===== config.mk =====
export PLATFORM = sky130hd
export DESIGN_NAME = rmap_reply_tx
export DESIGN_NICKNAME = d
export VERILOG_FILES = /design/src/rtl/rmap_reply_tx.sv
export SDC_FILE = /design/constraint.sdc
export NUM_CORES = 1
export LEC_CHECK = 0
export BUFFER_PORTS_ARGS = -buffer_cell sky130_fd_sc_hd__clkbuf_2
export CORE_MARGIN = 1
export CORE_UTILIZATION = 55
export DETAILED_ROUTE_END_ITERATION = 6
export PLACE_DENSITY_LB_ADDON = 0.08
export SYNTH_ARGS = -nofsm -noshare
export SYNTH_HDL_FRONTEND = slang
export SYNTH_SLANG_ARGS = --single-unit
export TNS_END_PERCENT = 20

===== constraint.sdc =====
create_clock -name clk -period 8.09 [get_ports clk]
set_clock_uncertainty 0.15 [all_clocks]
set_input_delay 0.4045 -clock clk [delete_from_list [all_inputs] [get_ports clk]]
set_output_delay 0.4045 -clock clk [all_outputs]
set_load 0.02 [all_outputs]

===== src/rtl/rmap_reply_tx.sv =====
// RMAP reply transmitter: serialises reply address, header, header CRC and
// optional read data with data CRC into the 9-bit SpaceWire TX FIFO.
module rmap_reply_tx #(
    parameter int REPLY_ADDR_BYTES = 12
) (
    input  logic                          clk,
    input  logic                          rst,
    input  logic                          replyStart,
    input  logic [7:0]                    replyInstr,
    input  logic [7:0]                    replyStatus,
    input  logic [7:0]                    replyInitLA,
    input  logic [7:0]                    replyTargLA,
    input  logic [15:0]                   replyTransID,
    input  logic [23:0]                   replyDataLen,
    input  logic [8*REPLY_ADDR_BYTES-1:0] replyAddr,
    output logic                          busy,
    output logic                          replyDone,
    input  logic [7:0]                    rdData,
    input  logic                          rdValid,
    output logic                          rdReady,
    input  logic                          rdError,
    output logic                          txWriteEnable,
    output logic [8:0]                    txDataIn,
    input  logic                          txFull
);

    localparam int AW = 8 * REPLY_ADDR_BYTES;
    localparam int CW = $clog2(REPLY_ADDR_BYTES + 1);

    typedef enum logic [2:0] {IDLE, ADDR, HDR, HCRC, DATA, DCRC, EOP, EEP} stateT;

    stateT         state, stateNext;
    logic [5:0]    instrReg;
    logic [7:0]    statusReg;
    logic [7:0]    initLAReg;
    logic [7:0]    targLAReg;
    logic [15:0]   tidReg;
    logic [23:0]   lenReg;
    logic [AW-1:0] addrReg;
    logic [CW-1:0] addrLeft;
    logic [3:0]    hdrIdx;
    logic [3:0]    hdrLast;
    logic [7:0]    hdrByte;
    logic [7:0]    crc;
    logic [23:0]   dataCnt;
    logic          doneReg;
    logic          pending;
    logic [8:0]    charOut;
    logic [CW-1:0] firstNz;
    logic [CW-1:0] addrLeftNext;
    int            addrCount;

    function automatic logic [7:0] crcNext(input logic [7:0] c, input logic [7:0] b);
        logic [7:0] r;
        r = c ^ b;
        for (int k = 0; k < 8; k++) begin
            r = r[0] ? ((r >> 1) ^ 8'hE0) : (r >> 1);
        end
        return r;
    endfunction

    // Locate the first non-zero byte of the used address window so zero
    // padding is skipped without spending cycles on it.
    always_comb begin
        addrCount = 4 * int'(replyInstr[1:0]);
        firstNz   = CW'(REPLY_ADDR_BYTES);
        for (int i = REPLY_ADDR_BYTES - 1; i >= 0; i--) begin
            if (i >= REPLY_ADDR_BYTES - addrCount &&
                replyAddr[8*(REPLY_ADDR_BYTES-1-i) +: 8] != 8'h00) begin
                firstNz = CW'(i);
            end
        end
        addrLeftNext = CW'(REPLY_ADDR_BYTES) - firstNz;
    end

    always_comb begin
        hdrLast = instrReg[5] ? 4'd6 : 4'd10;
        case (hdrIdx)
            4'd0:    hdrByte = initLAReg;
            4'd1:    hdrByte = 8'h01;
            4'd2:    hdrByte = {2'b00, instrReg};
            4'd3:    hdrByte = statusReg;
            4'd4:    hdrByte = targLAReg;
            4'd5:    hdrByte = tidReg[15:8];
            4'd6:    hdrByte = tidReg[7:0];
            4'd8:    hdrByte = lenReg[23:16];
            4'd9:    hdrByte = lenReg[15:8];
            4'd10:   hdrByte = lenReg[7:0];
            default: hdrByte = 8'h00;
        endcase
    end

    always_comb begin
        stateNext     = state;
        pending       = 1'b0;
        charOut       = 9'h000;
        rdReady       = 1'b0;
        case (state)
            IDLE: begin
                if (replyStart) begin
                    stateNext = (addrLeftNext != '0) ? ADDR : HDR;
                end
            end
            ADDR: begin
                pending = 1'b1;
                charOut = {1'b0, addrReg[AW-1 -: 8]};
                if (!txFull && addrLeft == CW'(1)) stateNext = HDR;
            end
            HDR: begin
                pending = 1'b1;
                charOut = {1'b0, hdrByte};
                if (!txFull && hdrIdx == hdrLast) stateNext = HCRC;
            end
            HCRC: begin
                pending = 1'b1;
                charOut = {1'b0, crc};
                if (!txFull) begin
                    if (instrReg[5])         stateNext = EOP;
                    else if (lenReg == '0)   stateNext = DCRC;
                    else                     stateNext = DATA;
                end
            end
            // An abort wins over a byte offered in the same cycle.
            DATA: begin
                rdReady = !txFull && !rdError;
                pending = rdValid && !rdError;
                charOut = {1'b0, rdData};
                if (rdError) begin
                    stateNext = EEP;
                end else if (rdValid && !txFull && dataCnt == 24'd1) begin
                    stateNext = DCRC;
                end
            end
            DCRC: begin
                pending = 1'b1;
                charOut = {1'b0, crc};
                if (!txFull) stateNext = EOP;
            end
            EOP: begin
                pending = 1'b1;
                charOut = 9'h100;
                if (!txFull) stateNext = IDLE;
            end
            EEP: begin
                pending = 1'b1;
                charOut = 9'h101;
                if (!txFull) stateNext = IDLE;
            end
            default: stateNext = IDLE;
        endcase
        txWriteEnable = pending && !txFull;
        txDataIn      = charOut;
    end

    always_ff @(posedge clk) begin
        if (rst) begin
            state     <= IDLE;
            instrReg  <= '0;
            statusReg <= '0;
            initLAReg <= '0;
            targLAReg <= '0;
            tidReg    <= '0;
            lenReg    <= '0;
            addrReg   <= '0;
            addrLeft  <= '0;
            hdrIdx    <= '0;
            crc       <= '0;
            dataCnt   <= '0;
            doneReg   <= 1'b0;
        end else begin
            state   <= stateNext;
            doneReg <= 1'b0;
            case (state)
                IDLE: begin
                    if (replyStart) begin
                        instrReg  <= replyInstr[5:0];
                        statusReg <= replyStatus;
                        initLAReg <= replyInitLA;
                        targLAReg <= replyTargLA;
                        tidReg    <= replyTransID;
                        // A failed read carries no data, so its length is sent as zero.
                        lenReg    <= (!replyInstr[5] && replyStatus != 8'h00) ? 24'd0 : replyDataLen;
                        addrReg   <= replyAddr << (8 * firstNz);
                        addrLeft  <= addrLeftNext;
                        hdrIdx    <= '0;
                        crc       <= '0;
                    end
                end
                ADDR: begin
                    if (!txFull) begin
                        addrReg  <= addrReg << 8;
                        addrLeft <= addrLeft - CW'(1);
                    end
                end
                HDR: begin
                    if (!txFull) begin
                        crc    <= crcNext(crc, hdrByte);
                        hdrIdx <= hdrIdx + 4'd1;
                    end
                end
                HCRC: begin
                    if (!txFull) begin
                        crc     <= '0;
                        dataCnt <= lenReg;
                    end
                end
                DATA: begin
                    if (rdValid && rdReady) begin
                        crc     <= crcNext(crc, rdData);
                        dataCnt <= dataCnt - 24'd1;
                    end
                end
                EOP, EEP: begin
                    if (!txFull) doneReg <= 1'b1;
                end
                default: ;
            endcase
        end
    end

    assign busy      = (state != IDLE);
    assign replyDone = doneReg;

endmodule

==> Yosys cells after proc, flatten, opt, wreduce, memory -nomap -nowiden <==
Index checks and enable logic that the tools add are counted.
Widths: inputs -> output; s select.
{ "word_totals": {"inputBits": 182, "output_inout_bits": 13, "word_cells": 199, "register_bits": 210} }
{ "op_classes": {"mux": 64, "bitwise": 19, "n_shift": 1, "n_eq_ne": 29, "addsub": 5, "reduce_logical": 56, "magnitude_cmp": 12} }
{ "ops": {"columns": ["op", "n"], "rows": [
  ["$mux 96", 2],
  ["$pmux 96 s2", 1],
  ["$mux 8", 20],
  ["$reduce_bool 8->1", 13],
  ["$shl 96x7->96", 1],
  ["$pmux 8 s10", 1],
  ["$mux 24", 3],
  ["$pmux 9 s6", 1],
  ["$mux 4", 13],
  ["$not 2->3", 16],
  ["$pmux 24 s2", 1],
  ["$mux 3", 12],
  ["$pmux 8 s4", 1],
  ["$eq 24x1->1 const B", 1],
  ["$logic_not 24->1", 1],
  ["$sub 24x1->24 const B", 1],
  ["$logic_and 1x1->1", 21],
  ["$pmux 3 s7", 1],
  ["$ge 4x5->1 const A", 4],
  ["$ge 5x5->1 const A", 4],
  ["$ne 2x2->1 const B", 9],
  ["$pmux 4 s2", 2],
  ["$xor 8x8->8", 2],
  ["$eq 3x3->1 const B", 4],
  ["other kinds (31)", 51]
]} }

==> Longest topological paths before layout <==
Gate-level depths: netlist (run 1).
{ "depth": {"ltp_word": 21, "ltp_mapped": 14, "depth_no_buf": 10} }

==> Least setup slack after synthesis (run 1) <==
Ideal clock, no wire load.
{ "synth_path": {"path_type": "input port to flip-flop", "start": "input port replyAddr[32]", "end": "register state[1]", "setup_ps": 95, "path_stages": 12, "arrival_ps": 2649, "setup_slack_ps": 5195, "t_required_ps": 7845, "n_path_buf": 3, "path_cell_list": "nor4_2 a21oi_1 o2111a_1 o32a_1 buf_4 nand2_8 buf_6 buf_4 ha_1 and2_1 nand4_1 a221oi_1"} }
{ "synth_via": {"elab_chain_len": 15} }
{ "synth_rtl": {"columns": ["element", "line", "text"], "rows": [
  ["start: declaration", "15", "input logic [8*REPLY_ADDR_BYTES-1:0] replyAddr,"],
  ["$reduce_bool 8->1", "69", "replyAddr[8*(REPLY_ADDR_BYTES-1-i) +: 8] != 8'h00) begin"],
  ["$logic_and 1x1->1", "68", "if (i >= REPLY_ADDR_BYTES - addrCount &&"],
  ["$mux 4 (8 in series)", "68", null],
  ["$sub 4x4->4", "73", "addrLeftNext = CW'(REPLY_ADDR_BYTES) - firstNz;"],
  ["$reduce_bool 4->1", "101", "stateNext = (addrLeftNext != '0) ? ADDR : HDR;"],
  ["$mux 2", "101", null],
  ["$mux 3", "100", "if (replyStart) begin"],
  ["$pmux 3 s7", "98", "case (state)"],
  ["end signal: assignment", "171", "state <= stateNext;"],
  ["end: declaration", "32", "stateT state, stateNext;"]
]} }
Every way passes these cells. The select of a mux whose other input is x is not followed.
A chain may end at the register's enable or synchronous reset.

==> Final worst setup path (run 1) <==
{ "layout_path": {"start": "register state[0]", "end": "register addrReg[90]"} }
{ "layout_via": {"elab_chain_len": 3, "elab_cells_between_ends": 7, "cone_classes": "eq/ne (3); mux (1); reduce/logical (3)"} }
{ "layout_rtl": {"columns": ["element", "line", "text"], "rows": [
  ["$eq 3x1->1 or $logic_not 3->1 (tied branches)", "173", "case (state)"],
  ["$ne 2x2->1 (no source line) or $reduce_bool 2->1 (tied branches)", null, null],
  ["$reduce_and 3->1 (no source line)", null, null],
  ["end signal: assignment", "183", "addrReg <= replyAddr << (8 * firstNz);"],
  ["end signal: assignment", "191", "addrReg <= addrReg << 8;"],
  ["end: declaration", "39", "logic [AW-1:0] addrReg;"]
]} }
Several ways; a longest one is shown, not always the timed one.

==> flow_metrics.tcl, run 1 <==
set metrics [dict create \
    p_int_mw 2.75 \
    pwr-share-clk 0.264 \
    drt-initial-drc-count 1594 \
    cp-start-kind "flop" \
    grt_max_degree 120 \
    fill_cells 2192 \
    grt_overflow_total 0 \
    ant_nets 0 \
    clkSinkCount 210 \
    post_drt_via_cell_ratio 6.72 \
    p_seq_frac 0.325 \
    area_growth_pct 17.6 \
    critical_path_arrival_ps 4140 \
    cp-end-kind "flop" \
    synthCells 1672 \
    initial_core_util 0.562 \
    cp_slowest_cell "nor2_4" \
    leakage_nw 6.62 \
    postSynthAreaPerCell_um2 8.19 \
    met3_usage 0.0629 \
    ios 195 \
    place_congestion 0.982 \
    clk_latency_ps 550 \
    vias 14600 \
    outcome "finished with violations" \
    cp_cell_sequence "buf_4 > nor3_1 > inv_1 > nor2_4 > nor2_4 > buf_4 > a21oi_1 > nor3b_1 > a211oi_1" \
    setup_viol 0 \
    cts-root-buf "clkbuf_16" \
    syn-num-nets 1863 \
    antenna_found_initial 1 \
    worstMarginPinSlew_ps 1220 \
    cts_tree "done" \
    clock.fmax_ghz 0.256 \
    grt_pass1_vias 13900 \
    hold_violations 0 \
    min_period_ps 3910 \
    powerDensity_nw_per_um2 285 \
    switchingPower_mw 1.85 \
    maxCapViolCount 0 \
    synth_flop_cell "dfxtp_1" \
    cpPeakStageDelay_ps 960 \
    max_slew_margin 0.184 \
    coreArea_um2 24400 \
    r2r_cells 9 \
    violations "design-rule violations" \
    hp-start "replyInstr[0]" \
    grt_util_all_layers 0.386 \
    hold_path_depth 3 \
    synth_common_cells "210 x dfxtp_1, 183 x nand2_1, 164 x mux2i_1" \
    grt_first_pass_wirelength_um 77900 \
    required_ps 8320 \
    die_h_um 160 \
    use_met1 0.462 \
    nNetsFinal 2018 \
    path_clk_slew_ps 60 \
    layout-drive-gt1-share 0.176 \
    grt.busiest_layer "met2" \
    drt-pass1-iter-count 7 \
    dp_hpwl_um 34600 \
    ys_seq_area_frac 0.307 \
    crit_type "reg -> reg" \
    cts.htree.levels 1 \
    fp.dieW_um 160 \
    async_reset_ff_frac 0 \
    combPwrFrac 0.411 \
    synth.most_common_cell "dfxtp_1" \
    wl_per_cell_um 23.5 \
    fin_crit_sh 0.483 \
    rows 57 \
    syn_area_um2 13700 \
    dieArea_um2 25500 \
    yosys_warnings 0 \
    slew_viol_final 0 \
    ys_top_cells_by_area "dfxtp_1 31%, mux2i_1 12%, a21oi_1 5.4%" \
    synth_top_area_cell "dfxtp_1" \
    peakVddDrop_mv 0.198 \
    use_met2 0.654 \
    synth_cell_types 73 \
    whs_ps 64.0 \
    setup_tns_ps 0 \
    rsz0062_at_grt "false" \
    synth_top_area_share 0.307 \
    portBuffers 192 \
    cts_buffers 25 \
    hold_path.class "in -> reg" \
    swShare 0.402 \
    drc 6 \
    synth_edf_count 0 \
    wl_um 51000 \
    clock_path_buffers 3 \
    r2r_start "state[0]$_SDFFE_PP0P_" \
    crit_path_max_fanout 91 \
    crit_start "state[0]$_SDFFE_PP0P_" \
    synth-seq-cells 210 \
]
layout make-up:
| type | instances | area [um2] | share of cell area |
|---|---|---|---|
| Clock inverter | 9 | 141 | 0.00877 |
| Inverter | 21 | 83.8 | 0.00520 |
| Tap cell | 324 | 405 | 0.0252 |
| Sequential cell | 210 | 4200 | 0.261 |
| Antenna cell | 1 | 2.50 | 0.000155 |
| Timing Repair Buffer | 278 | 1780 | 0.111 |
| Clock buffer | 37 | 751 | 0.0466 |
| Multi-Input combinational cell | 1291 | 8740 | 0.543 |
power groups by stage:
| stage | Combinational [mW] | Clock (mW) | Sequential, mW |
|---|---|---|---|
| 5_1_grt | 2.05 | 1.26 | 1.52 |
| 3_3_place_gp | 1.80 | 0 | 1.50 |
| 2_1_floorplan | 1.38 | 0 | 1.43 |
| 6_report | 1.89 | 1.22 | 1.49 |
| 3_5_place_dp | 1.82 | 0 | 1.50 |
| 4_1_cts | 1.85 | 1.22 | 1.49 |
repair_timing:
action / CTS / global route
endpoints found under the hold margin: 68 / 0
setup buffers: 0 / 0
hold buffers: 68 / 0
resized for setup: 0 / 0
kinds of logic after synthesis:
kind of cell	Yosys count	synth area share
AOI/OAI and AO/OA	573	0.299
and+or+nand+nor	490	0.169
DFF	210	0.307
muxes	173	0.127
buffers and inverters	171	0.0581
xor gates and xnor gates	46	0.0325
adders and majority gates	9	0.00822
final timing paths:
path              slack [ps]                         to
setup / recovery        4180   addrReg[90]$_SDFFE_PP0P_
hold / removal            60   instrReg[0]$_SDFFE_PP0P_
setup reg to reg        4180   addrReg[90]$_SDFFE_PP0P_
hold reg to reg          300  targLAReg[6]$_SDFFE_PP0P_
critical path: cells and delay by family, from the launching register on:
kind | cells | cell delay, ps
buffers and inverters | 3 | 980
flip-flops | 1 | 460
AO/OA/AOI/OAI | 2 | 410
AND/OR/NAND/NOR | 4 | 1660
cell usage in the layout (no fill, tap or decap), types with 26 or more instances in the layout:
master / Yosys / routed
a22oi_1: 57 / 57
clkbuf_2: 0 / 191
nand3_1: 43 / 43
mux2i_1: 164 / 164
a21oi_1: 148 / 148
xnor2_1: 31 / 31
nand2_1: 183 / 182
o21ai_0: 58 / 58
dfxtp_1: 210 / 210
nor3_1: 28 / 26
dlygate4sd3_1: 0 / 68
a211oi_1: 53 / 53
nor2_1: 129 / 125
o22ai_1: 31 / 31
a22o_1: 33 / 33
routing by layer:
metal,wire length [um],part of all wire
met4,3320,0.065
met1,20100,0.39
met3,3920,0.077
met5,0,0
met2,23700,0.46
metrics by stage:
| step | total power, mW | cells | util | worst slack (ps) | instance area (um2) |
|---|---|---|---|---|---|
| global placement | 3.30 | 2056 | 0.596 | 3990 | 14500 |
| finish | 4.60 | 2171 | 0.661 | 4180 | 16100 |
| global route | 4.83 | 2171 | 0.661 | 3880 | 16100 |
| CTS | 4.56 | 2170 | 0.661 | 4230 | 16100 |
| floorplan | 2.82 | 1672 | - | 5200 | 13700 |
| detailed placement | 3.32 | 2056 | 0.596 | 3900 | 14500 |
flip-flops by register name, summed over array words and instances (netlist names):
name,count
crc,8
lenReg,24
addrReg,96
replyDone,1
statusReg,8
instrReg,6
dataCnt,24
addrLeft,4
initLAReg,8
state,3
tidReg,16
hdrIdx,4
targLAReg,8
No activity file was read; power rests on OpenSTA's default activity.
==> inputs of run 2 (changes only) <==
--- a/config.mk
+++ b/config.mk
@@ -5,9 +5,10 @@
 export SDC_FILE = /design/constraint.sdc
 export NUM_CORES = 1
 export LEC_CHECK = 0
+export ABC_AREA = 1
 export BUFFER_PORTS_ARGS = -buffer_cell sky130_fd_sc_hd__clkbuf_2
 export CORE_MARGIN = 1
-export CORE_UTILIZATION = 55
+export CORE_UTILIZATION = 53
 export DETAILED_ROUTE_END_ITERATION = 6
 export PLACE_DENSITY_LB_ADDON = 0.08
 export SYNTH_ARGS = -nofsm -noshare
==> constraint.sdc (replaced) <==
create_clock -name clk -period 3.2 [get_ports clk]
set_clock_uncertainty 0.15 [all_clocks]
set_input_delay 0.16 -clock clk [delete_from_list [all_inputs] [get_ports clk]]
set_output_delay 0.16 -clock clk [all_outputs]
set_load 0.02 [all_outputs]
==> flow_metrics.tcl, run 2 <==
set metrics [dict create \
    outcome "completed" \
    fin_ws_ps 95.4 \
    layout_commonest_cell "nand2_1" \
    peakVddDrop_mv 0.661 \
    ios 195 \
    grt_pass1_vias 15900 \
    ys_top_cells_by_area "dfxtp_1 30%, nand3_1 15%, nand2_1 13%" \
    rsz0062_at_grt "true" \
    synth_cell_types 40 \
    required_ps 2890 \
    cpPeakStageDelay_ps 380 \
    fin_crit_sh 0.970 \
    timing.rr.end "crc[0]$_SDFFE_PP0P_" \
    synthCells 2243 \
    hold_path.class "in -> reg" \
    whs_ps 14.6 \
    post_drt_via_cell_ratio 6.06 \
    fill_cells 2301 \
    rows 58 \
    synth_common_cells "468 x nand2_1, 415 x nand3_1, 253 x a21oi_1" \
    dieArea_um2 26800 \
    postSynthAreaPerCell_um2 6.18 \
    coreArea_um2 25400 \
    max_slew_margin 0.511 \
    cts-root-buf "clkbuf_16" \
    synth_top_area_cell "dfxtp_1" \
    critical_path_arrival_ps 2790 \
    clock.fmax_ghz 0.322 \
    r2r_slack_ps 210 \
    async_reset_ff_frac 0 \
    antenna_found_initial 0 \
    maxCapViolCount 0 \
    place_congestion 0.987 \
    r2r_cells 12 \
    largest_reg_flops 96 \
    cts_buffers 24 \
    post_cts_buffers 0 \
    top_regs "addrReg (96), dataCnt (24), lenReg (24)" \
    dp_slack_ps 297 \
    initial_core_util 0.546 \
    cp-start-kind "flop" \
    regMostFlops "addrReg" \
    cts_tree "done" \
    clk_latency_ps 530 \
    grt_max_degree 98 \
    worstMarginPinSlew_ps 733 \
    n_antenna_cell 0 \
    hold_end "crc[3]$_SDFFE_PP0P_" \
    ant_nets 0 \
    setup_viol 0 \
    nNetsFinal 2636 \
    vias 16900 \
    drt-initial-drc-count 2135 \
    setup_tns_ps 0 \
    ys_seq_area_frac 0.303 \
    r2r_start "hdrIdx[1]$_SDFFE_PP0P_" \
    grt_overflow_total 0 \
    hold_violations 0 \
    syn_area_um2 13900 \
    die_h_um 164 \
    cp_cell_sequence "inv_1 > ha_1 > nand3_1 > o22ai_1 > nor4_1 > o21ai_0 > a22oi_1 > nand2_1 > clkbuf_2" \
    clock_path_buffers 3 \
    grt_util_all_layers 0.393 \
    total_power_mw 11.8 \
    yosys_warnings 0 \
    hp-start "rdData[3]" \
    synth_top_area_share 0.303 \
    synth.most_common_cell "nand2_1" \
    area_growth_pct 21.7 \
    synth-seq-cells 210 \
    synth_flop_cell "dfxtp_1" \
    portBuffers 192 \
    wl_um 54000 \
    crit_path_max_fanout 8 \
    syn-num-nets 2434 \
    synth_edf_count 0 \
    hold_path_depth 4 \
    drc 0 \
    fp.dieW_um 164 \
    leakage_nw 7.51 \
    path_clk_slew_ps 60 \
    min_period_ps 3100 \
    mostFrequentLayoutCells "465 x nand2_1, 413 x nand3_1, 252 x a21oi_1" \
    wl_per_cell_um 19.3 \
    drt-pass1-iter-count 6 \
    cts.htree.levels 1 \
    crit_type "reg -> out" \
    slew_viol_final 0 \
    powerDensity_nw_per_um2 699 \
    grt_first_pass_wirelength_um 82800 \
    clkSinkCount 210 \
    cp_slowest_cell "dfxtp_1" \
    layout-drive-gt1-share 0.133 \
    dp_hpwl_um 37300 \
    cp-end-kind "primary output" \
]
==> run 2: how the worst max path moves through the flow <==
| stage | startpoint | to | slack, ps |
|---|---|---|---|
| 4_1_cts | hdrIdx[0]$_SDFFE_PP0P_ | txDataIn[7] | 90 |
| 3_5_place_dp | hdrIdx[0]$_SDFFE_PP0P_ | crc[0]$_SDFFE_PP0P_ | 300 |
| 2_1_floorplan | state[2]$_SDFFE_PP0P_ | crc[4]$_SDFFE_PP0P_ | 540 |
| 3_3_place_gp | replyAddr[56] | addrReg[34]$_SDFFE_PP0P_ | 320 |
| 6_report | hdrIdx[1]$_SDFFE_PP0P_ | txDataIn[7] | 100 |
| 5_1_grt | hdrIdx[1]$_SDFFE_PP0P_ | txDataIn[7] | -20 |
==> run 2: layer usage <==
layer | vias up | global-route usage | wire length, um | part of all wire
li1 | 8094 | - | - | -
met5 | - | 0 | 0 | 0
met1 | 7812 | 0.461 | 20900 | 0.39
met3 | 196 | 0.0490 | 4070 | 0.075
met2 | 822 | 0.687 | 25500 | 0.47
met4 | 0 | 0.231 | 3460 | 0.064
==> run 2: timing repair <==
item | in CTS | in global routing
endpoints found under the hold margin | 84 | 0
gates resized for setup | 0 | 7
hold buffers | 79 | 0
setup endpoints to repair | 0 | 8
==> run 2: cell type report <==
type	count	area, um2	area share
multi-input cells	1711	8490	0.503
flip-flops and latches	210	4200	0.249
repair buffers	332	2360	0.140
clock buffers	34	678	0.0402
inverters	166	623	0.0369
well taps	330	413	0.0245
clock inverters	10	98.8	0.00586
==> run 2: logic make-up after synthesis <==
logic type               count (synthesis)  synth area share
AND/OR/NAND/NOR                       1074             0.342
AO/OA/AOI/OAI                          581             0.226
buffers and inverters                  322            0.0901
flip-flops                             210             0.303
XOR/XNOR                                47            0.0297
adder cells (fa/ha/maj)                  9           0.00812
==> run 2: where the power goes <==
group / switching [mW] / internal [mW]
Combinational: 3.52 / 1.85
Clock: 1.13 / 1.57
Sequential: 0.406 / 3.30
==> run 2: through the flow <==
stage,utilization,area (um2),instances
6_report,0.664,16900,2793
5_1_grt,0.664,16900,2793
4_1_cts,0.663,16800,2793
3_5_place_dp,0.601,15300,2670
3_3_place_gp,0.601,15300,2670
2_1_floorplan,-,13900,2243
==> run 2: worst max-delay path, delay by kind of cell, from the launching register on <==
kind | cells | cell delay, ps
buf+inv | 2 | 260
fa+ha+maj | 1 | 240
compound gates | 3 | 760
simple gates | 3 | 630
flops | 1 | 380
